--- config.mk ---
export PLATFORM = sky130hd
export DESIGN_NAME = alu_design
export DESIGN_NICKNAME = d
export VERILOG_FILES = /design/src/rtl/alu_pkg.sv /design/src/rtl/alu_operand_wait.sv /design/src/rtl/alu_design.sv
export SDC_FILE = /design/constraint.sdc
export NUM_CORES = 1
export LEC_CHECK = 0
export ABC_CLOCK_PERIOD_IN_PS = 5700
export CAP_MARGIN = 5
export CORE_MARGIN = 4
export CORE_UTILIZATION = 41
export CTS_BUF_LIST = sky130_fd_sc_hd__clkbuf_4
export DETAILED_ROUTE_END_ITERATION = 8
export GPL_ROUTABILITY_DRIVEN = 0
export GPL_TIMING_DRIVEN = 0
export PLACE_DENSITY = 0.67
export REMOVE_ABC_BUFFERS = 1
export SLEW_MARGIN = 20
export SYNTH_ARGS = -nofsm -noshare
export SYNTH_HDL_FRONTEND = slang
export SYNTH_HIERARCHICAL = 1
export SYNTH_SLANG_ARGS = --single-unit
--- constraint.sdc ---
create_clock -name CLK -period 5.7 [get_ports CLK]
set_clock_uncertainty 0.05 [all_clocks]
set_input_delay 1.14 -clock CLK [delete_from_list [all_inputs] [get_ports CLK]]
set_output_delay 1.14 -clock CLK [all_outputs]
set_load 0.005 [all_outputs]
--- src/rtl/alu_pkg.sv ---
// Shared definitions for the registered ALU: command codes, operand-valid
// codes, the operand wait limit and the command decoder.
// Optional feature macro: ALU_MULT_EN (enables arithmetic CMD 9/10).
`ifndef ALU_WIDTH
`define ALU_WIDTH 8
`endif
`ifndef ALU_CWIDTH
`define ALU_CWIDTH 4
`endif

package alu_pkg;
    localparam int DEF_WIDTH  = `ALU_WIDTH;
    localparam int DEF_CWIDTH = `ALU_CWIDTH;
    localparam int WAIT_LIMIT = 16;
    localparam int WAIT_CNT_W = 5;

    // INP_VALID encodings: bit0 = OPA present, bit1 = OPB present
    localparam logic [1:0] IV_NONE = 2'b00;
    localparam logic [1:0] IV_A    = 2'b01;
    localparam logic [1:0] IV_B    = 2'b10;
    localparam logic [1:0] IV_AB   = 2'b11;

    typedef enum logic [3:0] {
        A_ADD = 4'd0, A_SUB = 4'd1, A_ADD_CIN = 4'd2, A_SUB_CIN = 4'd3,
        A_INC_A = 4'd4, A_DEC_A = 4'd5, A_INC_B = 4'd6, A_DEC_B = 4'd7,
        A_CMP = 4'd8, A_MUL_INC = 4'd9, A_MUL_SHL = 4'd10
    } arith_cmd_e;

    typedef enum logic [3:0] {
        L_AND = 4'd0, L_NAND = 4'd1, L_OR = 4'd2, L_NOR = 4'd3,
        L_XOR = 4'd4, L_XNOR = 4'd5, L_NOT_A = 4'd6, L_NOT_B = 4'd7,
        L_SHR_A = 4'd8, L_SHL_A = 4'd9, L_SHR_B = 4'd10, L_SHL_B = 4'd11,
        L_ROL = 4'd12, L_ROR = 4'd13
    } logic_cmd_e;

    typedef enum logic {
        WS_IDLE = 1'b0,
        WS_WAIT = 1'b1
    } wait_state_e;

    // Returns {legal, need_b, need_a} for a command in the given mode
    function automatic logic [2:0] cmd_decode(input logic mode, input logic [3:0] cmd);
        logic [2:0] d;
        d = 3'b000;
        if (mode) begin
            case (cmd)
                A_ADD, A_SUB, A_ADD_CIN, A_SUB_CIN, A_CMP: d = 3'b111;
                A_INC_A, A_DEC_A:                          d = 3'b101;
                A_INC_B, A_DEC_B:                          d = 3'b110;
`ifdef ALU_MULT_EN
                A_MUL_INC, A_MUL_SHL:                      d = 3'b111;
`endif
                default:                                   d = 3'b000;
            endcase
        end else begin
            case (cmd)
                L_AND, L_NAND, L_OR, L_NOR, L_XOR, L_XNOR, L_ROL, L_ROR: d = 3'b111;
                L_NOT_A, L_SHR_A, L_SHL_A:                               d = 3'b101;
                L_NOT_B, L_SHR_B, L_SHL_B:                               d = 3'b110;
                default:                                                 d = 3'b000;
            endcase
        end
        return d;
    endfunction
endpackage

--- src/rtl/alu_operand_wait.sv ---
// Operand wait FSM: holds off a two-operand command until the missing
// operand shows up, or gives up after WAIT_LIMIT enabled cycles.
// o_ready/o_timeout are combinational and only take effect on a CE cycle.
module alu_operand_wait
    import alu_pkg::*;
(
    input  logic                  i_clk,
    input  logic                  i_rst,
    input  logic                  i_ce,
    input  logic                  i_start,
    input  logic                  i_operand_in,
    output logic                  o_busy,
    output logic                  o_ready,
    output logic                  o_timeout,
    output wait_state_e           o_state,
    output logic [WAIT_CNT_W-1:0] o_count
);
    wait_state_e           r_state;
    wait_state_e           w_state_nxt;
    logic [WAIT_CNT_W-1:0] r_count;
    logic [WAIT_CNT_W-1:0] w_count_nxt;

    // State and counter registers; CE low freezes both
    always_ff @(posedge i_clk) begin
        if (i_rst) begin
            r_state <= WS_IDLE;
            r_count <= '0;
        end else if (i_ce) begin
            r_state <= w_state_nxt;
            r_count <= w_count_nxt;
        end
    end

    // Next state: enter on start, leave on arrival (wins over the limit) or timeout
    always_comb begin
        w_state_nxt = r_state;
        w_count_nxt = r_count;
        o_ready     = 1'b0;
        o_timeout   = 1'b0;
        case (r_state)
            WS_IDLE: begin
                if (i_start) begin
                    w_state_nxt = WS_WAIT;
                    w_count_nxt = WAIT_CNT_W'(1);
                end
            end
            WS_WAIT: begin
                if (i_operand_in) begin
                    o_ready     = 1'b1;
                    w_state_nxt = WS_IDLE;
                    w_count_nxt = '0;
                end else if (r_count == WAIT_CNT_W'(WAIT_LIMIT)) begin
                    o_timeout   = 1'b1;
                    w_state_nxt = WS_IDLE;
                    w_count_nxt = '0;
                end else begin
                    w_count_nxt = r_count + 1'b1;
                end
            end
            default: begin
                w_state_nxt = WS_IDLE;
                w_count_nxt = '0;
            end
        endcase
    end

    assign o_busy  = (r_state == WS_WAIT);
    assign o_state = r_state;
    assign o_count = r_count;
endmodule

--- src/rtl/alu_design.sv ---
// Registered integer ALU (arithmetic MODE=1 / logical MODE=0) with compare
// flags, carry/borrow, error reporting and split operand delivery.
// Optional feature macro: ALU_MULT_EN (2-cycle multiply commands 9/10).
module alu_design
    import alu_pkg::*;
#(
    parameter int WIDTH  = DEF_WIDTH,
    parameter int CWIDTH = DEF_CWIDTH
) (
    input  logic                 CLK,
    input  logic                 RST,
    input  logic                 CE,
    input  logic                 MODE,
    input  logic [CWIDTH-1:0]    CMD,
    input  logic [1:0]           INP_VALID,
    input  logic [WIDTH-1:0]     OPA,
    input  logic [WIDTH-1:0]     OPB,
    input  logic                 CIN,
    output logic [2*WIDTH-1:0]   RES,
    output logic                 COUT,
    output logic                 OFLOW,
    output logic                 G,
    output logic                 E,
    output logic                 L,
    output logic                 ERR,
    output wait_state_e          o_dbg_state
);
    localparam int SH_W = $clog2(WIDTH);
    localparam logic [WIDTH:0] ONE_X = {{WIDTH{1'b0}}, 1'b1};

    logic [2*WIDTH-1:0] r_res;
    logic r_cout, r_oflow, r_g, r_e, r_l, r_err;
    logic [CWIDTH-1:0] r_cmd;
    logic r_mode, r_have_a;
    logic [WIDTH-1:0] r_opa, r_opb;

    logic w_busy, w_ready, w_timeout, w_start, w_issue, w_fail, w_load_now, w_mul_busy;
    logic w_mode, w_missing_in, w_legal;
    logic [CWIDTH-1:0] w_cmd;
    logic [WIDTH-1:0] w_a, w_b, w_log;
    logic [2:0] w_dec;
    logic [1:0] w_need;
    logic [WIDTH:0] w_tmp;
    logic [2*WIDTH-1:0] w_rot;
    logic [WAIT_CNT_W-1:0] w_wait_count;
    logic [2*WIDTH-1:0] c_res;
    logic c_cout, c_oflow, c_g, c_e, c_l, c_err, c_is_mul;

    alu_operand_wait u_wait (
        .i_clk        (CLK),
        .i_rst        (RST),
        .i_ce         (CE),
        .i_start      (w_start),
        .i_operand_in (w_missing_in),
        .o_busy       (w_busy),
        .o_ready      (w_ready),
        .o_timeout    (w_timeout),
        .o_state      (o_dbg_state),
        .o_count      (w_wait_count)
    );

    // While waiting, the latched command and operand replace the live inputs
    assign w_mode       = w_busy ? r_mode : MODE;
    assign w_cmd        = w_busy ? r_cmd : CMD;
    assign w_a          = (w_busy && r_have_a)  ? r_opa : OPA;
    assign w_b          = (w_busy && !r_have_a) ? r_opb : OPB;
    assign w_missing_in = r_have_a ? INP_VALID[1] : INP_VALID[0];
    assign w_dec        = cmd_decode(MODE, CMD[3:0]);
    assign w_legal      = w_dec[2] && ((CMD >> 4) == '0);
    assign w_need       = w_dec[1:0];

    // Issue control: decide between compute, error, start-wait or nothing
    always_comb begin
        w_start = 1'b0;
        w_issue = 1'b0;
        w_fail  = 1'b0;
        if (w_busy) begin
            if (w_ready)        w_issue = 1'b1;
            else if (w_timeout) w_fail  = 1'b1;
        end else if (!w_mul_busy && (INP_VALID != IV_NONE)) begin
            if (!w_legal)                                        w_fail  = 1'b1;
            else if ((w_need == IV_AB) && (INP_VALID != IV_AB))  w_start = 1'b1;
            else if ((INP_VALID & w_need) == w_need)             w_issue = 1'b1;
            else                                                 w_fail  = 1'b1;
        end
    end

    assign w_load_now = (w_issue && !c_is_mul) || w_fail;

    // Datapath: result and flags for the effective command and operands
    always_comb begin
        c_res = '0; c_cout = 1'b0; c_oflow = 1'b0;
        c_g = 1'b0; c_e = 1'b0; c_l = 1'b0; c_err = 1'b0; c_is_mul = 1'b0;
        w_tmp = '0; w_log = '0; w_rot = '0;
        if (w_mode) begin
            case (w_cmd[3:0])
                A_ADD:     begin w_tmp = {1'b0, w_a} + {1'b0, w_b}; c_cout = w_tmp[WIDTH]; end
                A_SUB:     begin w_tmp = {1'b0, w_a} - {1'b0, w_b}; c_oflow = (w_a < w_b); end
                A_ADD_CIN: begin
                    w_tmp  = {1'b0, w_a} + {1'b0, w_b} + {{WIDTH{1'b0}}, CIN};
                    c_cout = w_tmp[WIDTH];
                end
                A_SUB_CIN: begin
                    w_tmp   = {1'b0, w_a} - {1'b0, w_b} - {{WIDTH{1'b0}}, CIN};
                    c_oflow = ({1'b0, w_a} < ({1'b0, w_b} + {{WIDTH{1'b0}}, CIN}));
                end
                A_INC_A:   begin w_tmp = {1'b0, w_a} + ONE_X; c_cout = w_tmp[WIDTH]; end
                A_DEC_A:   begin w_tmp = {1'b0, w_a} - ONE_X; c_oflow = (w_a == '0); end
                A_INC_B:   begin w_tmp = {1'b0, w_b} + ONE_X; c_cout = w_tmp[WIDTH]; end
                A_DEC_B:   begin w_tmp = {1'b0, w_b} - ONE_X; c_oflow = (w_b == '0); end
                A_CMP:     begin c_g = (w_a > w_b); c_e = (w_a == w_b); c_l = (w_a < w_b); end
`ifdef ALU_MULT_EN
                A_MUL_INC: begin
                    c_is_mul = 1'b1;
                    c_res = (2*WIDTH)'({1'b0, w_a} + ONE_X) * (2*WIDTH)'({1'b0, w_b} + ONE_X);
                end
                A_MUL_SHL: begin
                    c_is_mul = 1'b1;
                    c_res = (2*WIDTH)'({w_a, 1'b0}) * (2*WIDTH)'(w_b);
                end
`endif
                default:   c_err = 1'b1;
            endcase
            if (!c_is_mul) c_res = {{(WIDTH-1){1'b0}}, w_tmp};
        end else begin
            case (w_cmd[3:0])
                L_AND:   w_log = w_a & w_b;
                L_NAND:  w_log = ~(w_a & w_b);
                L_OR:    w_log = w_a | w_b;
                L_NOR:   w_log = ~(w_a | w_b);
                L_XOR:   w_log = w_a ^ w_b;
                L_XNOR:  w_log = ~(w_a ^ w_b);
                L_NOT_A: w_log = ~w_a;
                L_NOT_B: w_log = ~w_b;
                L_SHR_A: w_log = w_a >> 1;
                L_SHL_A: w_log = w_a << 1;
                L_SHR_B: w_log = w_b >> 1;
                L_SHL_B: w_log = w_b << 1;
                L_ROL: begin
                    w_rot = {w_a, w_a} << w_b[SH_W-1:0];
                    w_log = w_rot[2*WIDTH-1:WIDTH];
                    c_err = ((w_b >> SH_W) != '0);
                end
                L_ROR: begin
                    w_rot = {w_a, w_a} >> w_b[SH_W-1:0];
                    w_log = w_rot[WIDTH-1:0];
                    c_err = ((w_b >> SH_W) != '0);
                end
                default: c_err = 1'b1;
            endcase
            c_res = {{WIDTH{1'b0}}, w_log};
        end
    end

`ifdef ALU_MULT_EN
    logic               r_mul_pend;
    logic [2*WIDTH-1:0] r_mul_res;

    // Multiply first stage: product held one extra cycle before it reaches RES
    always_ff @(posedge CLK) begin
        if (RST) begin
            r_mul_pend <= 1'b0;
            r_mul_res  <= '0;
        end else if (CE) begin
            r_mul_pend <= w_issue && c_is_mul;
            if (w_issue && c_is_mul) r_mul_res <= c_res;
        end
    end
    assign w_mul_busy = r_mul_pend;
`else
    assign w_mul_busy = 1'b0;
`endif

    // Output and operand-latch registers; flags/ERR are rewritten on every result
    always_ff @(posedge CLK) begin
        if (RST) begin
            r_res <= '0; r_cout <= 1'b0; r_oflow <= 1'b0;
            r_g <= 1'b0; r_e <= 1'b0; r_l <= 1'b0; r_err <= 1'b0;
            r_cmd <= '0; r_mode <= 1'b0; r_have_a <= 1'b0; r_opa <= '0; r_opb <= '0;
        end else if (CE) begin
            if (w_load_now) begin
                r_res   <= w_fail ? '0 : c_res;
                r_cout  <= !w_fail && c_cout;
                r_oflow <= !w_fail && c_oflow;
                r_g     <= !w_fail && c_g;
                r_e     <= !w_fail && c_e;
                r_l     <= !w_fail && c_l;
                r_err   <= w_fail || c_err;
            end
`ifdef ALU_MULT_EN
            else if (r_mul_pend) begin
                r_res <= r_mul_res; r_cout <= 1'b0; r_oflow <= 1'b0;
                r_g <= 1'b0; r_e <= 1'b0; r_l <= 1'b0; r_err <= 1'b0;
            end
`endif
            if (w_start) begin
                r_cmd    <= CMD;
                r_mode   <= MODE;
                r_opa    <= OPA;
                r_opb    <= OPB;
                r_have_a <= INP_VALID[0];
            end
        end
    end

    assign RES   = r_res;
    assign COUT  = r_cout;
    assign OFLOW = r_oflow;
    assign G     = r_g;
    assign E     = r_e;
    assign L     = r_l;
    assign ERR   = r_err;
endmodule

==> results_dict.tcl <==
set metrics [dict create \
    outcome "finished, final reports clean" \
    dpl_cell_area_mm2 0.00659 \
    wl_per_cell_um 20.2 \
    path_buf_inv 2 \
    yosys.area_share.xor_xnor_pct 7.61 \
    nNetsFinal 907 \
    ys_seq_elements 43 \
    overflow 0 \
    fin_crit_sh_pct 92.2 \
    yosysSeqAreaShare_pct 14.0 \
    dp.cells 1022 \
    dieWidth_um 130 \
    hold_class "register to register" \
    clockBufferDepth 2 \
    route.vias.total 6537 \
    syn_area_per_cell_um2 7.30 \
    cp-start-kind "register" \
    die_area_mm2 0.0170 \
    drt_iter0_drc 827 \
    grt_pass1_wl_um 33100 \
    crit_end "RES[8]$_SDFFE_PP0P_" \
    fin_area_mm2 0.00664 \
    coreArea_mm2 0.0146 \
    cts.sinks 43 \
    area_growth_pct 8.10 \
    post_route_cells_drive_above_1_share_pct 7.23 \
    portBuffers 42 \
    cp_top_family "simple AND/OR/NAND/NOR gates" \
    crit_path_start "r_have_a$_SDFFE_PP0P_" \
    async_reset_ff_share_pct 0 \
    crit_cells 15 \
    rsz0062_at_grt "no" \
    hold_slack_ns 0.413 \
    grt_max_degree 37 \
    synth_cells 842 \
    worstSetupPathType "register to register" \
    fin_crit_ns 5.26 \
    slowest_delay_ns 0.67 \
    antenna_found_initial 0 \
    powerDensity_mw_per_mm2 149 \
    cap_violations 0 \
    synth_compound_area_share_pct 28.6 \
    synth_fa_ha_area_share_pct 7.86 \
    cp.required_ns 5.94 \
    initial_core_util_pct 42.1 \
    synth_edf_count 0 \
    crit_slowest_cell "dfxtp_1" \
    htreeDepth 2 \
    p_leak_nw 2.59 \
    timing.final.ws_setup_ns 0.444 \
    tightest_slew_ns 1.07 \
    clk_pin_slew_worst_paths_ns 0.13 \
    drv_slew 0 \
    crit_fanout 19 \
    setup_violations 0 \
    wl_um 20800 \
    yosys_most_used_dff "dfxtp_1" \
    cts_tree "yes" \
    clk_latency_ns 0.40 \
    r2r_cells 15 \
    crit_chain "nand2b_2 -> mux2i_4 -> inv_6 -> ha_1 -> inv_1 -> ha_1 -> nor2_1 -> a21oi_1 -> o32ai_2 -> nand2_1 -> xnor2_1 -> nor4_1 -> nand2_1 -> mux2i_1 -> o31a_1" \
    dr.pass1.iters 8 \
    vdd_drop_max_mv 0.0787 \
    ys_warn_count 6 \
    cts_buffers 5 \
    ant_nets 0 \
    track_usage_pct 24.5 \
    synthMuxAreaShare_pct 10.8 \
    r2r_end "RES[8]$_SDFFE_PP0P_" \
    place.detailed.hpwl_um 15700 \
    r2r_start "r_have_a$_SDFFE_PP0P_" \
    place_ws_ns 0.267 \
    cp.arrival_ns 5.50 \
    drt-vias-per-instance 6.36 \
    root_buffer "clkbuf_4" \
    syn_area_mm2 0.00615 \
    r2r_setup_slack_ns 0.44 \
    ys_types 92 \
    final_cell_count_no_fill 1028 \
    grt_pass1_vias 6095 \
    yosys.area_share.simple_pct 24.1 \
    antenna_cells 0 \
    relSlewSlack_pct 28.4 \
    endpoint_kind "register" \
    hold_viol 0 \
    drc 0 \
    ios 50 \
    rows 44 \
    fmax_mhz 190 \
    synth_top_family_by_area "compound AO/OA/AOI/OAI gates" \
    die_h_um 130 \
]
## layout make-up
type                    count  area (um^2)
repair buffers             44          463
multi-input cells         717         4910
clock inverters             1         7.51
well taps                 184          230
inverters                  34          133
flip-flops and latches     43          862
fillers                  1492         7950
clock buffers               5         37.5
## what timing repair did
action                                  4_1_cts  5_1_grt
setup buffers                                 0        0
gates resized for setup                       0        1
hold buffers                                  0        0
endpoints found under the setup margin        0        4
## synthesized netlist by cell type, drive strengths merged (15+ instances only)
| library cell | count | area [um^2] |
|---|---|---|
| nand2 | 81 | 314 |
| o21ai | 46 | 238 |
| xnor2 | 42 | 390 |
| ha | 35 | 438 |
| clkbuf | 25 | 95.1 |
| mux2i | 53 | 597 |
| dfxtp | 43 | 861 |
| inv | 31 | 121 |
| buf | 29 | 198 |
| a21oi | 73 | 380 |
| nand3 | 31 | 160 |
| nor3 | 15 | 75.1 |
| nor2 | 108 | 405 |
## layer usage
layer | global-route usage (%) | wire, um
met5 | 0 | 0
met3 | 5.45 | 2010
met2 | 37.0 | 8980
met1 | 33.3 | 8800
met4 | 11.5 | 1020
## registers in the layout, indices dropped and copies added (netlist names)
name / flops
COUT: 1
E: 1
ERR: 1
G: 1
L: 1
OFLOW: 1
RES: 9
r_cmd: 4
r_have_a: 1
r_mode: 1
r_opa: 8
r_opb: 8
u_wait/o_busy: 1
u_wait/o_count: 5
## how the worst min path moves through the flow
| stage | start | end | slack [ns] | cells after the start |
|---|---|---|---|---|
| after detailed placement | RES[5]$_SDFFE_PP0P_ | RES[5]$_SDFFE_PP0P_ | 0.40 | 2 |
| final | RES[5]$_SDFFE_PP0P_ | RES[5]$_SDFFE_PP0P_ | 0.41 | 2 |
| after global routing | COUT$_SDFFE_PP0P_ | COUT$_SDFFE_PP0P_ | 0.45 | 2 |
| after floorplan | ERR$_SDFFE_PP0P_ | ERR$_SDFFE_PP0P_ | 0.39 | 2 |
| after global placement | RES[5]$_SDFFE_PP0P_ | RES[5]$_SDFFE_PP0P_ | 0.40 | 2 |
| after CTS | RES[5]$_SDFFE_PP0P_ | RES[5]$_SDFFE_PP0P_ | 0.42 | 2 |
## kinds of logic after synthesis
kind of cell / count (synthesis)
adder cells (fa/ha/maj): 39
AO/OA/AOI/OAI: 252
buffers and inverters: 88
multiplexers: 59
flip-flops: 43
XOR/XNOR: 50
other: 1
AND/OR/NAND/NOR: 310
## power breakdown
group	total, W	switching (W)	internal (W)	leakage [nW]
clock	0.000155	0.000111	0.0000435	0.0232
sequential	0.000318	0.00000877	0.000309	0.348
combinational	0.000518	0.000322	0.000196	2.22
## through the flow
stage	setup TNS, ns	utilization (%)	power (W)
finish	0	45.5	0.000990
CTS	0	45.5	0.000987
detailed placement	0	45.2	0.000827
global placement	-16.81	44.7	0.000818
floorplan	-0.599	-	0.000674
global route	0	45.5	0.00106
## cells in the final DEF, fill, tap and decap left out, types with 6 or more instances in the layout
| cell | count |
|---|---|
| nor2_1 | 108 |
| nand2_1 | 78 |
| a21oi_1 | 71 |
| mux2i_1 | 44 |
| dfxtp_1 | 42 |
| clkdlybuf4s50_1 | 41 |
| xnor2_1 | 39 |
| o21ai_0 | 38 |
| ha_1 | 35 |
| nand3_1 | 30 |
| inv_1 | 27 |
| nor3_1 | 15 |
| and3_1 | 12 |
| o22ai_1 | 11 |
| o221ai_1 | 11 |
| a211oi_1 | 10 |
| nor4_1 | 10 |
| nand4_1 | 10 |
| a221oi_1 | 9 |
| a2111oi_0 | 9 |
| a21o_1 | 8 |
| nand2b_1 | 7 |
| o211ai_1 | 7 |
| xor2_1 | 7 |
| a32oi_1 | 7 |
| conb_1 | 7 |
| mux2i_4 | 6 |
| mux2_2 | 6 |
| nor2b_1 | 6 |
## tightest hold or removal path, delay by kind of cell (launching register included)
| family | cells | cell delay (ns) |
|---|---|---|
| AO/OA/AOI/OAI | 1 | 0.05 |
| flip-flops | 1 | 0.33 |
| AND/OR/NAND/NOR | 1 | 0.05 |
Note: power is estimated with default switching activity, not from simulation.
